$ cat src/rtl/mbus_tx_sequencer_ice.sv
// mbus_tx_sequencer_ice
// Arbitrates two message sources onto one MBus node TX port and walks the
// node's four-phase TX handshake (TX_REQ/TX_ACK per word, then
// TX_SUCC/TX_FAIL closed with TX_RESP_ACK). A watchdog aborts a stalled
// message and reports a timeout status.

`ifndef ADDR_WIDTH
`define ADDR_WIDTH 32
`endif
`ifndef DATA_WIDTH
`define DATA_WIDTH 32
`endif

module mbus_tx_sequencer_ice #(
  parameter int                  SYNC_STAGES = 2,
  parameter int                  TO_WIDTH    = 16,
  parameter logic [TO_WIDTH-1:0] TIMEOUT     = 16'd50000
) (
  input  logic                     CLK,
  input  logic                     RESETn,
  input  logic [1:0]               REQ_VALID,
  input  logic [2*`ADDR_WIDTH-1:0] REQ_ADDR,
  input  logic [2*`DATA_WIDTH-1:0] REQ_DATA,
  input  logic [1:0]               REQ_LAST,
  input  logic [1:0]               REQ_PRIORITY,
  output logic [1:0]               REQ_READY,
  output logic [1:0]               GRANT,
  output logic [1:0]               DONE,
  output logic [1:0]               STATUS,
  output logic                     BUSY,
  output logic [`ADDR_WIDTH-1:0]   TX_ADDR,
  output logic [`DATA_WIDTH-1:0]   TX_DATA,
  output logic                     TX_REQ,
  output logic                     TX_PEND,
  output logic                     TX_PRIORITY,
  output logic                     TX_RESP_ACK,
  input  logic                     TX_ACK,
  input  logic                     TX_SUCC,
  input  logic                     TX_FAIL
);

  localparam int AW = `ADDR_WIDTH;
  localparam int DW = `DATA_WIDTH;

  localparam logic [1:0] ST_SUCC    = 2'b00;
  localparam logic [1:0] ST_FAIL    = 2'b01;
  localparam logic [1:0] ST_TIMEOUT = 2'b10;

  typedef enum logic [2:0] {
    S_IDLE,
    S_LOAD,
    S_REQ,
    S_ACKLO,
    S_RESULT,
    S_RESP,
    S_ABORT
  } state_t;

  // ---------------------------------------------------------------------
  // Resynchronisers for the node's handshake inputs
  // ---------------------------------------------------------------------
  logic [2:0] async_in;
  logic [2:0] synced;
  logic       ack_s;
  logic       succ_s;
  logic       fail_s;

  assign async_in = {TX_FAIL, TX_SUCC, TX_ACK};

  genvar gi;
  generate
    for (gi = 0; gi < 3; gi++) begin : g_sync
      logic [SYNC_STAGES-1:0] chain_reg;

      // Shift the asynchronous input through SYNC_STAGES flops.
      always_ff @(posedge CLK or negedge RESETn) begin
        if (!RESETn) chain_reg <= '0;
        else         chain_reg <= (chain_reg << 1) | SYNC_STAGES'(async_in[gi]);
      end

      assign synced[gi] = chain_reg[SYNC_STAGES-1];
    end
  endgenerate

  assign ack_s  = synced[0];
  assign succ_s = synced[1];
  assign fail_s = synced[2];

  // Per-requester views of the packed request buses.
  logic [AW-1:0] addr_w [2];
  logic [DW-1:0] data_w [2];

  generate
    for (gi = 0; gi < 2; gi++) begin : g_split
      assign addr_w[gi] = REQ_ADDR[gi*AW +: AW];
      assign data_w[gi] = REQ_DATA[gi*DW +: DW];
    end
  endgenerate

  // ---------------------------------------------------------------------
  // State and output registers
  // ---------------------------------------------------------------------
  state_t        state_reg, state_next;
  logic          owner_reg, owner_next;
  logic          rr_reg, rr_next;
  logic          last_reg, last_next;
  logic [1:0]    res_reg, res_next;
  logic [TO_WIDTH-1:0] wd_reg, wd_next;
  logic [1:0]    grant_reg, grant_next;
  logic [1:0]    done_reg, done_next;
  logic [1:0]    status_reg, status_next;
  logic [AW-1:0] tx_addr_reg, tx_addr_next;
  logic [DW-1:0] tx_data_reg, tx_data_next;
  logic          tx_req_reg, tx_req_next;
  logic          tx_pend_reg, tx_pend_next;
  logic          tx_pri_reg, tx_pri_next;
  logic          resp_ack_reg, resp_ack_next;
  logic [1:0]    req_ready_c;

  // Arbitration helpers
  logic [1:0]    eligible;
  logic          pick;
  logic [TO_WIDTH:0] wd_inc;
  logic          timeout_hit;
  logic          wd_counting;

  assign wd_inc      = {1'b0, wd_reg} + {{TO_WIDTH{1'b0}}, 1'b1};
  assign timeout_hit = (wd_inc >= {1'b0, TIMEOUT});

  // Priority requesters beat plain ones; equal claims go to the RR pointer.
  always_comb begin
    eligible = REQ_VALID & REQ_PRIORITY;
    if (eligible == 2'b00) eligible = REQ_VALID;
    pick = (eligible == 2'b11) ? rr_reg : eligible[1];
  end

  // Next-state and next-output logic for the handshake sequencer.
  always_comb begin
    state_next    = state_reg;
    owner_next    = owner_reg;
    rr_next       = rr_reg;
    last_next     = last_reg;
    res_next      = res_reg;
    grant_next    = grant_reg;
    done_next     = 2'b00;
    status_next   = 2'b00;
    tx_addr_next  = tx_addr_reg;
    tx_data_next  = tx_data_reg;
    tx_req_next   = tx_req_reg;
    tx_pend_next  = tx_pend_reg;
    tx_pri_next   = tx_pri_reg;
    resp_ack_next = resp_ack_reg;
    req_ready_c   = 2'b00;
    wd_counting   = 1'b0;

    case (state_reg)
      S_IDLE: begin
        // Arbitration is held off during the DONE cycle so the finishing
        // requester's stale REQ_VALID is never seen as a new message.
        if (done_reg == 2'b00 && REQ_VALID != 2'b00) begin
          owner_next   = pick;
          grant_next   = pick ? 2'b10 : 2'b01;
          tx_addr_next = addr_w[pick];
          tx_pri_next  = REQ_PRIORITY[pick];
          rr_next      = ~pick;
          state_next   = S_LOAD;
        end
      end

      S_LOAD: begin
        wd_counting = 1'b1;
        if (fail_s) begin
          res_next      = ST_FAIL;
          resp_ack_next = 1'b1;
          state_next    = S_RESP;
        end else if (REQ_VALID[owner_reg]) begin
          tx_data_next           = data_w[owner_reg];
          tx_pend_next           = ~REQ_LAST[owner_reg];
          last_next              = REQ_LAST[owner_reg];
          req_ready_c[owner_reg] = 1'b1;
          tx_req_next            = 1'b1;
          state_next             = S_REQ;
        end else if (timeout_hit) begin
          res_next   = ST_TIMEOUT;
          state_next = S_ABORT;
        end
      end

      S_REQ: begin
        wd_counting = 1'b1;
        if (fail_s) begin
          tx_req_next   = 1'b0;
          res_next      = ST_FAIL;
          resp_ack_next = 1'b1;
          state_next    = S_RESP;
        end else if (ack_s) begin
          tx_req_next = 1'b0;
          state_next  = S_ACKLO;
        end else if (timeout_hit) begin
          tx_req_next = 1'b0;
          res_next    = ST_TIMEOUT;
          state_next  = S_ABORT;
        end
      end

      S_ACKLO: begin
        wd_counting = 1'b1;
        if (fail_s) begin
          res_next      = ST_FAIL;
          resp_ack_next = 1'b1;
          state_next    = S_RESP;
        end else if (!ack_s) begin
          state_next = last_reg ? S_RESULT : S_LOAD;
        end else if (timeout_hit) begin
          res_next   = ST_TIMEOUT;
          state_next = S_ABORT;
        end
      end

      S_RESULT: begin
        wd_counting = 1'b1;
        if (succ_s || fail_s) begin
          res_next      = fail_s ? ST_FAIL : ST_SUCC;
          resp_ack_next = 1'b1;
          state_next    = S_RESP;
        end else if (timeout_hit) begin
          res_next   = ST_TIMEOUT;
          state_next = S_ABORT;
        end
      end

      S_RESP: begin
        if (!succ_s && !fail_s) begin
          resp_ack_next        = 1'b0;
          done_next[owner_reg] = 1'b1;
          status_next          = res_reg;
          grant_next           = 2'b00;
          state_next           = S_IDLE;
        end
      end

      S_ABORT: begin
        // A late result from the node is still closed out properly, but the
        // message is reported as timed out either way.
        if (!ack_s) begin
          if (succ_s || fail_s) begin
            resp_ack_next = 1'b1;
            state_next    = S_RESP;
          end else begin
            done_next[owner_reg] = 1'b1;
            status_next          = ST_TIMEOUT;
            grant_next           = 2'b00;
            state_next           = S_IDLE;
          end
        end
      end

      default: begin
        state_next = S_IDLE;
      end
    endcase

    // The watchdog measures time spent without a state change.
    if (state_next != state_reg) wd_next = '0;
    else if (wd_counting)        wd_next = wd_inc[TO_WIDTH-1:0];
    else                         wd_next = '0;
  end

  // Register the sequencer state and all registered outputs.
  always_ff @(posedge CLK or negedge RESETn) begin
    if (!RESETn) begin
      state_reg    <= S_IDLE;
      owner_reg    <= 1'b0;
      rr_reg       <= 1'b0;
      last_reg     <= 1'b0;
      res_reg      <= 2'b00;
      wd_reg       <= '0;
      grant_reg    <= 2'b00;
      done_reg     <= 2'b00;
      status_reg   <= 2'b00;
      tx_addr_reg  <= '0;
      tx_data_reg  <= '0;
      tx_req_reg   <= 1'b0;
      tx_pend_reg  <= 1'b0;
      tx_pri_reg   <= 1'b0;
      resp_ack_reg <= 1'b0;
    end else begin
      state_reg    <= state_next;
      owner_reg    <= owner_next;
      rr_reg       <= rr_next;
      last_reg     <= last_next;
      res_reg      <= res_next;
      wd_reg       <= wd_next;
      grant_reg    <= grant_next;
      done_reg     <= done_next;
      status_reg   <= status_next;
      tx_addr_reg  <= tx_addr_next;
      tx_data_reg  <= tx_data_next;
      tx_req_reg   <= tx_req_next;
      tx_pend_reg  <= tx_pend_next;
      tx_pri_reg   <= tx_pri_next;
      resp_ack_reg <= resp_ack_next;
    end
  end

  assign REQ_READY   = req_ready_c;
  assign GRANT       = grant_reg;
  assign DONE        = done_reg;
  assign STATUS      = status_reg;
  assign BUSY        = (state_reg != S_IDLE);
  assign TX_ADDR     = tx_addr_reg;
  assign TX_DATA     = tx_data_reg;
  assign TX_REQ      = tx_req_reg;
  assign TX_PEND     = tx_pend_reg;
  assign TX_PRIORITY = tx_pri_reg;
  assign TX_RESP_ACK = resp_ack_reg;

endmodule

$ cat config.mk
export PLATFORM = sky130hd
export DESIGN_NAME = mbus_tx_sequencer_ice
export DESIGN_NICKNAME = d
export VERILOG_FILES = /design/src/rtl/mbus_tx_sequencer_ice.sv
export SDC_FILE = /design/constraint.sdc
export NUM_CORES = 1
export LEC_CHECK = 0
export CAP_MARGIN = 20
export CORE_ASPECT_RATIO = 0.75
export CORE_MARGIN = 2
export CORE_UTILIZATION = 44
export DETAILED_ROUTE_END_ITERATION = 12
export GPL_TIMING_DRIVEN = 0
export PLACE_DENSITY_LB_ADDON = 0.3
export SLEW_MARGIN = 40
export SYNTH_ARGS = -nofsm -noshare
export SYNTH_HDL_FRONTEND = slang
export SYNTH_SLANG_ARGS = --single-unit
$ cat constraint.sdc
create_clock -name CLK -period 4.05 [get_ports CLK]
set_clock_uncertainty 0.15 [all_clocks]
set_input_delay 0.6075 -clock CLK [delete_from_list [all_inputs] [get_ports CLK]]
set_output_delay 0.6075 -clock CLK [all_outputs]
set_load 0.02 [all_outputs]
==> results of run 1 <==
-- cells in the mapped netlist (all sizes together) (2+ instances only) --
cell / number
dfrtp: 104
or4: 2
a21o: 3
a22oi: 2
or3: 2
mux2i: 68
nand3b: 2
nor4: 3
nand3: 13
o22ai: 3
and2: 3
nor2b: 5
inv: 9
nor3b: 3
o32a: 4
xnor2: 7
nor3: 23
nand2b: 5
or2: 4
clkbuf: 33
nor2: 18
buf: 6
nand4: 6
a21oi: 13
o211ai: 3
and3: 3
ha: 2
a31oi: 5
a211oi: 4
o21ai: 77
nand2: 101
xor2: 6
-- logic make-up (layout without fill, tap and decap cells) --
kind of cell / count (synthesis) / after routing
xor+xnor: 13 / 13
flops: 104 / 104
fa+ha+maj: 2 / 2
compound gates: 125 / 125
buf+inv: 48 / 281
mux: 69 / 69
simple gates: 196 / 196
-- area by class of cell --
| class | instances | area (µm²) | share of cell area [%] |
|---|---|---|---|
| Buffer | 39 | 164 | 2.04 |
| Clock buffer | 9 | 225 | 2.81 |
| Clock inverter | 7 | 90.1 | 1.12 |
| Inverter | 9 | 33.8 | 0.421 |
| Multi-Input combinational cell | 405 | 2510 | 31.3 |
| Sequential cell | 104 | 2600 | 32.4 |
| Tap cell | 162 | 203 | 2.53 |
| Timing Repair Buffer | 217 | 2190 | 27.3 |
-- what timing repair did --
action	CTS	global route
hold endpoints to repair	28	0
hold buffers	1	0
gates resized for setup	0	0
-- stage by stage --
step | TNS (ns) | std cells | total power (W) | hold slack (ns)
final | 0 | 952 | 0.00499 | 0.204
after global routing | 0 | 952 | 0.00530 | 0.215
after CTS | 0 | 952 | 0.00503 | 0.209
after detailed placement | 0 | 935 | 0.00412 | 0.192
after global placement | -165.66 | 934 | 0.00404 | 0.190
after floorplan | 0 | 557 | 0.00294 | 0.162
-- worst min path at each step --
stage / from / to / slack [ns] / cells past startpoint
floorplan: RESETn / DONE[0] / 0.16 / 0
global placement: g_sync[2].chain_reg[0] / g_sync[2].chain_reg[1] / 0.19 / 0
detailed placement: g_sync[0].chain_reg[0] / g_sync[0].chain_reg[1] / 0.19 / 0
CTS: g_sync[0].chain_reg[0] / g_sync[0].chain_reg[1] / 0.21 / 0
global route: g_sync[2].chain_reg[0] / g_sync[2].chain_reg[1] / 0.21 / 0
finish: g_sync[0].chain_reg[0] / g_sync[0].chain_reg[1] / 0.20 / 0
-- routing by layer --
layer	part of all wire [%]	vias to the layer above
met2	51	192
met4	1.8	0
li1	-	2428
met5	0	-
met3	7.0	20
met1	41	2377
-- power by group through the flow --
stage / clock, W / sequential [W] / combinational [W]
after global routing: 0.000966 / 0.00167 / 0.00267
after global placement: 0 / 0.00162 / 0.00242
final: 0.000907 / 0.00163 / 0.00246
after CTS: 0.000928 / 0.00163 / 0.00248
after floorplan: 0 / 0.00201 / 0.000923
after detailed placement: 0 / 0.00165 / 0.00247
-- worst max-delay path, stage by stage (launching register included) --
cell,delay (ns)
dfrtp_1,0.34
clkbuf_1,0.19
buf_1,0.55
buf_1,0.58
nand2_1,0.10
nor2_1,0.14
clkdlybuf4s50_1,0.64
==> results_dict.tcl, run 1 <==
set metrics [dict create \
    busiest_layer "met2" \
    clk_path_buf_depth 2 \
    yosys.area.top_type "dfrtp_1" \
    finalCriticalPeriod_ns 3.65 \
    synth_flop_cell "dfrtp_1" \
    pwr-share-seq_pct 32.6 \
    cts_tree "yes" \
    finalNetCount 926 \
    synthSimpleGateAreaFrac_pct 17.4 \
    final_util_pct 68.6 \
    power_density_nw_per_um2 621 \
    vias 5017 \
    via_per_inst 5.27 \
    arrival_ns 2.90 \
    clock-sinks 104 \
    hp-class "reg -> reg" \
    critPathRequiredTime_ns 3.29 \
    synth_edf_count 0 \
    antenna_found_initial 0 \
    synth_fa_ha_area_share_pct 0.471 \
    mostFrequentLayoutCell "clkdlybuf4s50_1" \
    combPwrFrac_pct 49.2 \
    layout-drive-gt1-share_pct 4.43 \
    path_class "reg -> out" \
    syn_avg_cell_area_um2 9.54 \
    ys_types 53 \
    drc 0 \
    grt_pass1_vias 5015 \
    met3_usage_pct 5.70 \
    async_flop_share_pct 100 \
    ys_warn_count 0 \
    fin_ws_ns 0.395 \
    drt-pass1-iter-count 5 \
    rr_startpoint "wd_reg[0]" \
    synth_top_family_by_area "simple AND/OR/NAND/NOR gates" \
    final_cell_mix "clkdlybuf4s50_1, dfrtp_1, nand2_1, o21ai_0, mux2i_1" \
    groute.usage.overall_pct 24.2 \
    gp_congestion 0.916 \
    rows 34 \
    synth_nets 698 \
    syn-cell-area_um2 5310 \
    wl_per_cell_um 16.3 \
    dieArea_um2 13000 \
    drt_wl_total_um 15500 \
    hpwl_um 12200 \
    r2r_slack_ns 0.63 \
    synth-xor-area-share_pct 2.14 \
    ios 216 \
    rsz0062_at_grt "false" \
    ys_top_cells_by_area "dfrtp_1, mux2i_1, o21ai_0" \
    seq_area_frac_synth_pct 49.0 \
    io_buffers 215 \
    timing.final.crit_share_pct 90.2 \
    final_area_um2 8030 \
    fill_cells 896 \
    tightest_slew_ns 0.739 \
    clkTransAtPathRegs_ns 0.07 \
    die_x_um 131 \
    numCtsBuffers 9 \
    post-place-ws_ns 0.661 \
    r2r_end "wd_reg[4]" \
    placed_area_um2 7700 \
    clock_latency_ns 0.34 \
    crit_fanout 10 \
    root_buffer "clkbuf_16" \
    endpoint "REQ_READY[1]" \
    finalMaxSlewViolations 0 \
    power_frac_clock_pct 18.2 \
    drv_cap 0 \
    start_util_pct 45.4 \
    cts_max_level 3 \
    synth_top_area_share_pct 49.0 \
    max_freq_ghz 0.274 \
    cp-startpoint "owner_reg" \
    crit_path_end_kind "output pin" \
    hold_viol 0 \
    yosys-mux-area-fraction_pct 13.0 \
    fp.dieH_um 99.2 \
    finalSetupViolCount 0 \
    diodes 0 \
    grt_max_degree 68 \
    met2_usage_pct 42.0 \
    crit_path_start_kind "register" \
    worstRegToRegCells 11 \
    slew_headroom_pct 50.8 \
    power_leakage_nw 3.46 \
    p_switching_w 0.00198 \
    ys_ff_latch 104 \
    drt_iter0_markers 254 \
    post-cts-setup-buffers 0 \
    core_area_um2 11700 \
    p_int_w 0.00301 \
    vdd_drop_max_uv 310 \
    grt_util_met1_pct 30.3 \
    drtAntennaViolNets 0 \
    synthCells 557 \
    p_sw_share_pct 39.7 \
    synth_compound_area_share_pct 14.3 \
    status "complete, no violations" \
    syn_to_final_growth_pct 51.0 \
    overflow 0 \
    grt_pass1_wl_um 24700 \
]
No activity file was read; power rests on OpenSTA's default activity.
==> run 2, diff against run 1 <==
--- a/config.mk
+++ b/config.mk
@@ -12,7 +12,7 @@
 export DETAILED_ROUTE_END_ITERATION = 12
 export GPL_TIMING_DRIVEN = 0
 export PLACE_DENSITY_LB_ADDON = 0.3
-export SLEW_MARGIN = 40
+export SLEW_MARGIN = 10
 export SYNTH_ARGS = -nofsm -noshare
 export SYNTH_HDL_FRONTEND = slang
 export SYNTH_SLANG_ARGS = --single-unit
==> run 2 against run 1 <==
  * Critical path depth stayed put
  * Clock-buffer cell count unchanged
  * Fmax is 1.4% higher
  * Die area unchanged
  * First-iteration DRC count is 24% higher
  * Core utilization decreased by 0.29 points
  * Critical endpoint unchanged
  * Largest cell class unchanged
==> results_dict.tcl, run 2 (synthesized netlist as in run 1, its figures left out) <==
set metrics [dict create \
    cp.depth 6 \
    start_util_pct 45.4 \
    rsz0062_at_grt "false" \
    vias 4989 \
    final_area_um2 7990 \
    slowest_delay_ns 0.64 \
    r2r_end "wd_reg[4]" \
    hpwl_um 12100 \
    met3_usage_pct 4.90 \
    combPwrFrac_pct 49.8 \
    power_frac_clock_pct 17.2 \
    diodes 0 \
    rows 34 \
    p_switching_w 0.00197 \
    root_buffer "clkbuf_16" \
    die_x_um 131 \
    slew_headroom_pct 50.3 \
    cp_top_family "buffers and inverters" \
    clock_latency_ns 0.34 \
    crit_fanout 10 \
    p_int_w 0.00295 \
    numCtsBuffers 9 \
    vdd_drop_max_uv 343 \
    grt_max_degree 68 \
    busiest_layer "met2" \
    grt_pass1_vias 5000 \
    grt_pass1_wl_um 24500 \
    met2_usage_pct 41.1 \
    antenna_found_initial 0 \
    drv_cap 0 \
    cts.repair.resized 0 \
    cpMostUsedCell "buf_1" \
    crit_path_end_kind "output pin" \
    finalNetCount 925 \
    syn_to_final_growth_pct 50.4 \
    whs_ns 0.00283 \
    pwr-share-seq_pct 33.0 \
    clkTransAtPathRegs_ns 0.08 \
    p_sw_share_pct 40.1 \
    crit_buf_inv 4 \
    crit_path_start_kind "register" \
    timing.final.crit_share_pct 89.0 \
    r2r_slack_ns 0.63 \
    clk_path_buf_depth 2 \
    drc 0 \
    power_leakage_nw 3.44 \
    rr_startpoint "wd_reg[0]" \
    drtAntennaViolNets 0 \
    clock-sinks 104 \
    dieArea_um2 13000 \
    path_class "reg -> out" \
    io_buffers 215 \
    fill_cells 895 \
    finalSetupViolCount 0 \
    drt_wl_total_um 15300 \
    cp_cell_sequence "clkbuf_1 > buf_1 > buf_1 > nand2_1 > nor2_1 > clkdlybuf4s50_1" \
    mostFrequentLayoutCell "clkdlybuf4s50_1" \
    drt-pass1-iter-count 7 \
    layout-drive-gt1-share_pct 4.44 \
    worstRegToRegCells 11 \
    gp_congestion 0.916 \
    cts_tree "yes" \
    hp-class "in -> async" \
    groute.usage.overall_pct 24.0 \
    ios 216 \
    finalMaxSlewViolations 0 \
    via_per_inst 5.25 \
    grt_util_met1_pct 30.6 \
    crit_slowest_cell "clkdlybuf4s50_1" \
    wl_per_cell_um 16.1 \
    critPathRequiredTime_ns 3.29 \
    status "complete, no violations" \
    finalCriticalPeriod_ns 3.60 \
    post-cts-setup-buffers 0 \
    final_cell_mix "clkdlybuf4s50_1, dfrtp_1, nand2_1, o21ai_0, mux2i_1" \
    arrival_ns 2.85 \
    hold_viol 0 \
    tightest_slew_ns 0.746 \
    drt_iter0_markers 315 \
    overflow 0 \
    ctsHoldBuffers 0 \
    placed_area_um2 7700 \
    max_freq_ghz 0.277 \
    power_density_nw_per_um2 616 \
    fp.dieH_um 99.2 \
    cts_max_level 3 \
    core_area_um2 11700 \
]
==> run 2: changes by cell type in the layout (fill, tap and decap cells not counted), sizes merged <==
cell         previous run  this run
dlygate4sd3             1         0
clkinvlp                2         1
inv                    11        13
bufinv                  1         0
==> run 2: area by class of cell <==
| class | instances | area [µm²] | share of cell area (%) |
|---|---|---|---|
| Clock buffer | 9 | 225 | 2.82 |
| Clock inverter | 7 | 70.1 | 0.877 |
| Buffer | 39 | 164 | 2.05 |
| Sequential cell | 104 | 2600 | 32.6 |
| Inverter | 9 | 33.8 | 0.423 |
| Timing Repair Buffer | 216 | 2180 | 27.3 |
| Tap cell | 162 | 203 | 2.54 |
| Multi-Input combinational cell | 405 | 2510 | 31.4 |
==> run 2: per-stage QoR <==
stage | power [W] | TNS (ns) | cells | setup WS, ns | utilization, %
global placement | 0.00404 | -165.66 | 934 | -1.60 | 65.6
global route | 0.00525 | 0 | 951 | 0.221 | 68.3
floorplan | 0.00294 | 0 | 557 | 1.04 | -
finish | 0.00493 | 0 | 951 | 0.446 | 68.3
detailed placement | 0.00411 | 0 | 935 | 0.654 | 65.8
CTS | 0.00497 | 0 | 951 | 0.405 | 68.3
==> run 2: layer usage <==
| layer | vias to the layer above | routed length, µm |
|---|---|---|
| li1 | 2414 | - |
| met1 | 2355 | 6380 |
| met2 | 192 | 7670 |
| met3 | 28 | 884 |
| met4 | 0 | 395 |
| met5 | - | 0 |
==> run 2: worst register-to-register path, cell delays in order (launching register included) <==
cell	delay, ns
dfrtp_1	0.44
ha_1	0.28
and4_1	0.22
clkbuf_1	0.18
or4_1	0.51
o21ai_0	0.09
a21oi_1	0.09
a2111o_1	0.41
o32ai_2	0.30
o221a_2	0.37
buf_6	0.18
nor3_1	0.07
==> run 2: how the worst max path moves through the flow <==
| stage | start | endpoint | slack, ns |
|---|---|---|---|
| floorplan | wd_reg[0] | wd_reg[4] | 1.04 |
| global placement | RESETn | TX_DATA[3] | -1.60 |
| detailed placement | wd_reg[0] | wd_reg[4] | 0.65 |
| CTS | owner_reg | REQ_READY[1] | 0.40 |
| global route | owner_reg | REQ_READY[1] | 0.22 |
| finish | owner_reg | REQ_READY[1] | 0.45 |
==> run 2: power groups by stage <==
| stage | combinational [W] | sequential, W | clock, W |
|---|---|---|---|
| 2_1_floorplan | 0.000923 | 0.00201 | 0 |
| 3_3_place_gp | 0.00242 | 0.00162 | 0 |
| 3_5_place_dp | 0.00247 | 0.00164 | 0 |
| 4_1_cts | 0.00248 | 0.00163 | 0.000871 |
| 5_1_grt | 0.00266 | 0.00167 | 0.000917 |
| 6_report | 0.00245 | 0.00163 | 0.000846 |
